[src/rtl/hwag_ign_channel.sv]
// Single ignition coil channel: angle-triggered charge/spark FSM with shadow-buffered
// angles and a dwell guard. Define HWAG_IGN_LAST_DWELL_EN to add the last_dwell output.
module hwag_ign_channel #(
    parameter int AW = 24,
    parameter int DW = 24
) (
    input  logic          clk,
    input  logic          rst,
    input  logic          hwag_start,
    input  logic [AW-1:0] acnt,
    input  logic [AW-1:0] acnt_max,
    input  logic [AW-1:0] set_angle,
    input  logic [AW-1:0] rst_angle,
    input  logic          load,
    input  logic          upd,
    input  logic [DW-1:0] dwell_max,
    output logic          ign_out,
    output logic          spark,
    output logic          fault_dwell,
    output logic          busy
`ifdef HWAG_IGN_LAST_DWELL_EN
    ,
    output logic [DW-1:0] last_dwell
`endif
);

    typedef enum logic [1:0] {
        IDLE     = 2'd0,
        WAIT_SET = 2'd1,
        CHARGE   = 2'd2,
        LOCKOUT  = 2'd3
    } state_e;

    function automatic logic [DW-1:0] sat_inc(input logic [DW-1:0] v);
        logic [DW-1:0] one;
        one = {{(DW-1){1'b0}}, 1'b1};
        return (&v) ? v : v + one;
    endfunction

    state_e        state_q;
    logic          ign_q;
    logic          spark_q;
    logic          fault_q;
    logic          busy_q;
    logic [DW-1:0] dwell_cnt_q;

    logic [AW-1:0] set_sh_q,  set_sh_d;
    logic [AW-1:0] rst_sh_q,  rst_sh_d;
    logic [AW-1:0] set_act_q, set_act_d;
    logic [AW-1:0] rst_act_q, rst_act_d;
    logic          pend_q,    pend_d;
    logic          defer_q,   defer_d;

    logic          set_hit;
    logic          rst_hit;
    logic          dwell_hit;
    logic          leave_charge;
    logic          commit_req;
    logic          commit_now;
    logic [DW-1:0] dwell_inc;

    // An active angle beyond the counter top can never be reached, so it is masked out.
    assign set_hit   = (acnt == set_act_q) && (set_act_q <= acnt_max);
    assign rst_hit   = (acnt == rst_act_q) && (rst_act_q <= acnt_max);
    assign dwell_inc = sat_inc(dwell_cnt_q);
    assign dwell_hit = (dwell_max != '0) && (dwell_inc == dwell_max);

    assign leave_charge = (state_q == CHARGE) && (!hwag_start || rst_hit || dwell_hit);
    assign commit_req   = (upd && pend_q) || defer_q;
    assign commit_now   = commit_req && ((state_q != CHARGE) || leave_charge);

    // A commit always takes the shadow as it stood before this edge's load.
    always_comb begin
        set_sh_d  = set_sh_q;
        rst_sh_d  = rst_sh_q;
        set_act_d = set_act_q;
        rst_act_d = rst_act_q;
        pend_d    = pend_q;
        defer_d   = commit_req && !commit_now;
        if (load) begin
            set_sh_d = set_angle;
            rst_sh_d = rst_angle;
            pend_d   = 1'b1;
        end
        if (commit_now) begin
            set_act_d = set_sh_q;
            rst_act_d = rst_sh_q;
            pend_d    = load;
        end
    end

    always_ff @(posedge clk or negedge rst) begin
        if (!rst) begin
            set_sh_q  <= '0;
            rst_sh_q  <= '0;
            set_act_q <= '0;
            rst_act_q <= '0;
            pend_q    <= 1'b0;
            defer_q   <= 1'b0;
        end else begin
            set_sh_q  <= set_sh_d;
            rst_sh_q  <= rst_sh_d;
            set_act_q <= set_act_d;
            rst_act_q <= rst_act_d;
            pend_q    <= pend_d;
            defer_q   <= defer_d;
        end
    end

    always_ff @(posedge clk or negedge rst) begin
        if (!rst) begin
            state_q     <= IDLE;
            ign_q       <= 1'b0;
            spark_q     <= 1'b0;
            fault_q     <= 1'b0;
            busy_q      <= 1'b0;
            dwell_cnt_q <= '0;
`ifdef HWAG_IGN_LAST_DWELL_EN
            last_dwell  <= '0;
`endif
        end else begin
            spark_q <= 1'b0;
            fault_q <= 1'b0;
            if (!hwag_start) begin
                state_q <= IDLE;
                ign_q   <= 1'b0;
                busy_q  <= 1'b0;
            end else begin
                case (state_q)
                    IDLE: begin
                        state_q <= WAIT_SET;
                        ign_q   <= 1'b0;
                        busy_q  <= 1'b0;
                    end
                    WAIT_SET: begin
                        if (set_hit && (set_act_q != rst_act_q)) begin
                            state_q     <= CHARGE;
                            ign_q       <= 1'b1;
                            busy_q      <= 1'b1;
                            dwell_cnt_q <= '0;
                        end
                    end
                    CHARGE: begin
                        dwell_cnt_q <= dwell_inc;
                        if (rst_hit) begin
                            state_q    <= WAIT_SET;
                            ign_q      <= 1'b0;
                            busy_q     <= 1'b0;
                            spark_q    <= 1'b1;
`ifdef HWAG_IGN_LAST_DWELL_EN
                            last_dwell <= dwell_inc;
`endif
                        end else if (dwell_hit) begin
                            state_q    <= LOCKOUT;
                            ign_q      <= 1'b0;
                            busy_q     <= 1'b0;
                            fault_q    <= 1'b1;
`ifdef HWAG_IGN_LAST_DWELL_EN
                            last_dwell <= dwell_inc;
`endif
                        end
                    end
                    LOCKOUT: begin
                        // Hold off until the spark angle so a forced spark cannot recharge this window.
                        ign_q <= 1'b0;
                        if (rst_hit) begin
                            state_q <= WAIT_SET;
                        end
                    end
                    default: begin
                        state_q <= IDLE;
                        ign_q   <= 1'b0;
                        busy_q  <= 1'b0;
                    end
                endcase
            end
        end
    end

    assign ign_out     = ign_q;
    assign spark       = spark_q;
    assign fault_dwell = fault_q;
    assign busy        = busy_q;

endmodule

[config.mk]
export PLATFORM = sky130hd
export DESIGN_NAME = hwag_ign_channel
export DESIGN_NICKNAME = d
export VERILOG_FILES = /design/src/rtl/hwag_ign_channel.sv
export SDC_FILE = /design/constraint.sdc
export NUM_CORES = 1
export LEC_CHECK = 0
export ABC_CLOCK_PERIOD_IN_PS = 4400
export BUFFER_PORTS_ARGS = -buffer_cell sky130_fd_sc_hd__buf_2
export CAP_MARGIN = 20
export CORE_AREA = 3 3 137 139
export CTS_BUF_LIST = sky130_fd_sc_hd__clkbuf_4
export CTS_CLUSTER_DIAMETER = 50
export DETAILED_ROUTE_END_ITERATION = 7
export DIE_AREA = 0 0 140 142
export PLACE_DENSITY = 0.82
export REMOVE_ABC_BUFFERS = 1
export SLEW_MARGIN = 25
export SYNTH_ARGS = -nofsm -noshare
export SYNTH_HDL_FRONTEND = slang
export SYNTH_SLANG_ARGS = --single-unit
export TNS_END_PERCENT = 100
[constraint.sdc]
create_clock -name clk -period 4.4 [get_ports clk]
set_clock_uncertainty 0.2 [all_clocks]
set_input_delay 0.66 -clock clk [delete_from_list [all_inputs] [get_ports clk]]
set_output_delay 0.66 -clock clk [all_outputs]
set_load 0.005 [all_outputs]
==> out/results.txt <==
post-synthesis cell area -> 8750 sq um
Crit Path Max Fanout -> 49
status -> complete, no violations
relative slew slack -> 0.450
area of the multi-input gates -> 5240 sq um
Iter 0 DRT Violations -> 532
Initial DRT Pass Iterations -> 6
P_leak -> 4.35 nW
Critical Path AT -> 4180 ps
post-synthesis register bit count -> 128
Die Wd -> 140 um
Port Buf Inserts -> 128
CP endpoint kind -> flop
Avg Cell Area, Syn -> 10.2 sq um
Pins Over Slew Limit -> 0
drt total wl -> 25.0 mm
Hold Slack -> 103 ps
clk_lat worst skew -> 580 ps
hold buffer count at cts -> 1
hpwl dp -> 19.4 mm
Tightest Hold Check Type -> in -> reg
final core utilization -> 0.560
wire per inst -> 20.2 um
critical path endpoint -> set_act_q[15]
CP Launch Type -> flop
vias in the first global route -> 7613
register area share after synthesis -> 0.366
core region area -> 17800 sq um
post-CTS setup buffers -> 0
total CTS buffers -> 17
Post-Synthesis Cells -> 858
final instance area -> 9960 sq um
root buf cell -> clkbuf_4
CTS tree -> done
row count -> 49
most common cell after layout, fill and taps aside -> dfrtp_1
Vias/cell -> 5.99
total number of vias -> 7408
drt drc -> 0
initial antenna violation count -> 2
Post-synth EDFFs -> 0
Crit Path Class -> reg -> reg
commonest cells after routing, fill and taps aside -> dfrtp_1 (128), buf_2 (126), mux2_2 (87), xnor2_1 (62), ha_1 (54)
Async SR Flop Fraction -> 1.00
Post-DRT Antenna Nets -> 0
count of unique library cells instantiated by Yosys -> 75
period utilisation layout -> 0.895
Primary FF master, synth -> dfrtp_1
worst flop-to-flop path startpoint -> dwell_cnt_q[1]
aggregate global-route resource usage -> 0.253
area grow syn2layout -> 13.9%
min Tclk post-route -> 3940 ps
grt total ovfl -> 0
DP Area -> 9710 sq um
layout cells sized above 1 -> 0.294
Final Hold Fails -> 0
CTS H-tree lvls -> 4
Cell Pwr Density -> 417 nW/um^2
Die Area -> 19900 sq um
max_cap viols -> 0
CP startpoint -> dwell_cnt_q[1]
routability cong. -> 0.971
fmax -> 0.254 GHz
FF-to-FF End -> set_act_q[15]
post-CTS resize count -> 0
largest net degree at the start of global routing -> 68
# IOs -> 129
RSZ-0062 raised after global routing -> false
reg2reg path depth -> 11
Initial Utilization -> 0.492
Final nets -> 1172
CTS clk-pin slew, worst paths -> 140 ps
Filler cells -> 1570
Die Ht -> 142 um
Worst EP required -> 4640 ps
Worst Tran Pin Value -> 825 ps
Final Setup Violations -> 0
clk sinks -> 128
Ys Warns -> 0
R2R Setup Slk -> 460 ps
maximum vdd drop -> 0.000233 V
first-pass GRT wire length -> 39.9 mm
sequential cell area -> 3200 sq um
CTS max path bufs -> 2
==> cell type report <==
| type | count | share of cell area |
|---|---|---|
| Sequential cell | 128 | 0.321 |
| Antenna cell | 1 | 0.000251 |
| Timing Repair Buffer | 151 | 0.0849 |
| Tap cell | 229 | 0.0288 |
| Inverter | 37 | 0.0139 |
| Multi-Input combinational cell | 658 | 0.526 |
| Clock inverter | 12 | 0.00954 |
| Clock buffer | 20 | 0.0151 |
==> flip-flops by register name, indices dropped and copies added (netlist names) <==
name	count
ign_out	1
set_sh_q	24
defer_q	1
state_q	2
rst_sh_q	24
pend_q	1
set_act_q	24
dwell_cnt_q	24
fault_dwell	1
rst_act_q	24
busy	1
spark	1
==> where the power goes <==
part	internal (mW)	total (mW)	switching (mW)
clock network	0.291	0.747	0.456
registers	1.43	1.86	0.433
logic	0.782	1.55	0.767
total	2.50	4.15	1.66
==> logic make-up (layout without fill, tap and decap cells) <==
| family | after synthesis | in the layout | share of synthesized area |
|---|---|---|---|
| xor gates and xnor gates | 101 | 101 | 0.101 |
| muxes | 101 | 101 | 0.133 |
| AOI/OAI and AO/OA | 145 | 145 | 0.115 |
| adders and majority gates | 54 | 54 | 0.0772 |
| buffers and inverters | 72 | 220 | 0.0357 |
| DFF | 128 | 128 | 0.366 |
| and+or+nand+nor | 257 | 257 | 0.172 |
| other | 0 | 1 | 0 |
==> worst min-delay path by stage <==
stage / start / endpoint / slack (ps) / depth (start not counted)
floorplan: rst / busy / 160 / 0
global placement: pend_q / pend_q / 270 / 1
detailed placement: pend_q / pend_q / 280 / 1
CTS: set_angle[22] / set_sh_q[22] / 90 / 2
global route: set_angle[22] / set_sh_q[22] / 90 / 2
finish: set_angle[22] / set_sh_q[22] / 100 / 2
==> through the flow <==
step / total power, mW / instances / setup WS (ps) / setup TNS (ps)
6_report: 4.15 / 1236 / 463 / 0
4_1_cts: 4.14 / 1235 / 532 / 0
2_1_floorplan: 2.84 / 823 / -271 / -12260
5_1_grt: 4.41 / 1236 / 350 / 0
3_5_place_dp: 3.39 / 1202 / 387 / 0
3_3_place_gp: 3.33 / 1202 / 435 / 0
==> routing by layer <==
layer | global-route usage | up-vias | wire length [um]
met3 | 0.0558 | 58 | 1690
met1 | 0.335 | 3574 | 11000
met4 | 0.0979 | 2 | 762
met2 | 0.407 | 308 | 11500
met5 | 0 | - | 13
li1 | - | 3466 | -
==> synth_stat cells, types with 4 or more instances <==
cell type	count	area, sq um
a211oi_1	4	30.0
nor4_1	30	188
nor2b_1	9	56.3
ha_1	54	676
and2_1	9	56.3
mux2i_1	5	50.1
nor3_1	13	65.1
or4_1	4	30.0
clkbuf_1	13	48.8
nand2_1	45	169
o22a_1	5	43.8
xnor2_1	62	543
or3_1	4	25.0
and3_1	10	62.6
inv_1	37	139
a31oi_1	10	62.6
mux2_4	9	135
o211ai_1	8	60.1
o31ai_1	9	67.6
nand2b_1	8	50.1
buf_1	4	15.0
nand3b_1	4	30.0
nand4_1	32	200
o21ai_0	31	155
and4_1	6	52.6
xor2_1	39	342
nand3_1	28	140
nor2_1	30	113
dfrtp_1	128	3200
a21oi_1	32	160
mux2_2	87	980
buf_2	13	65.1
o221ai_1	5	43.8
==> worst max-delay path, stage by stage (launching register included) <==
cell and delay, ps:
dfrtp_1 500, ha_1 300, and3_1 270, nand2_1 160, or4_1 600, xnor2_1 190
nor4_1 340, nand4_1 220, nor4_4 380, o21bai_4 90, buf_12 210, mux2_4 320
Note: power is estimated with default switching activity, not from simulation.
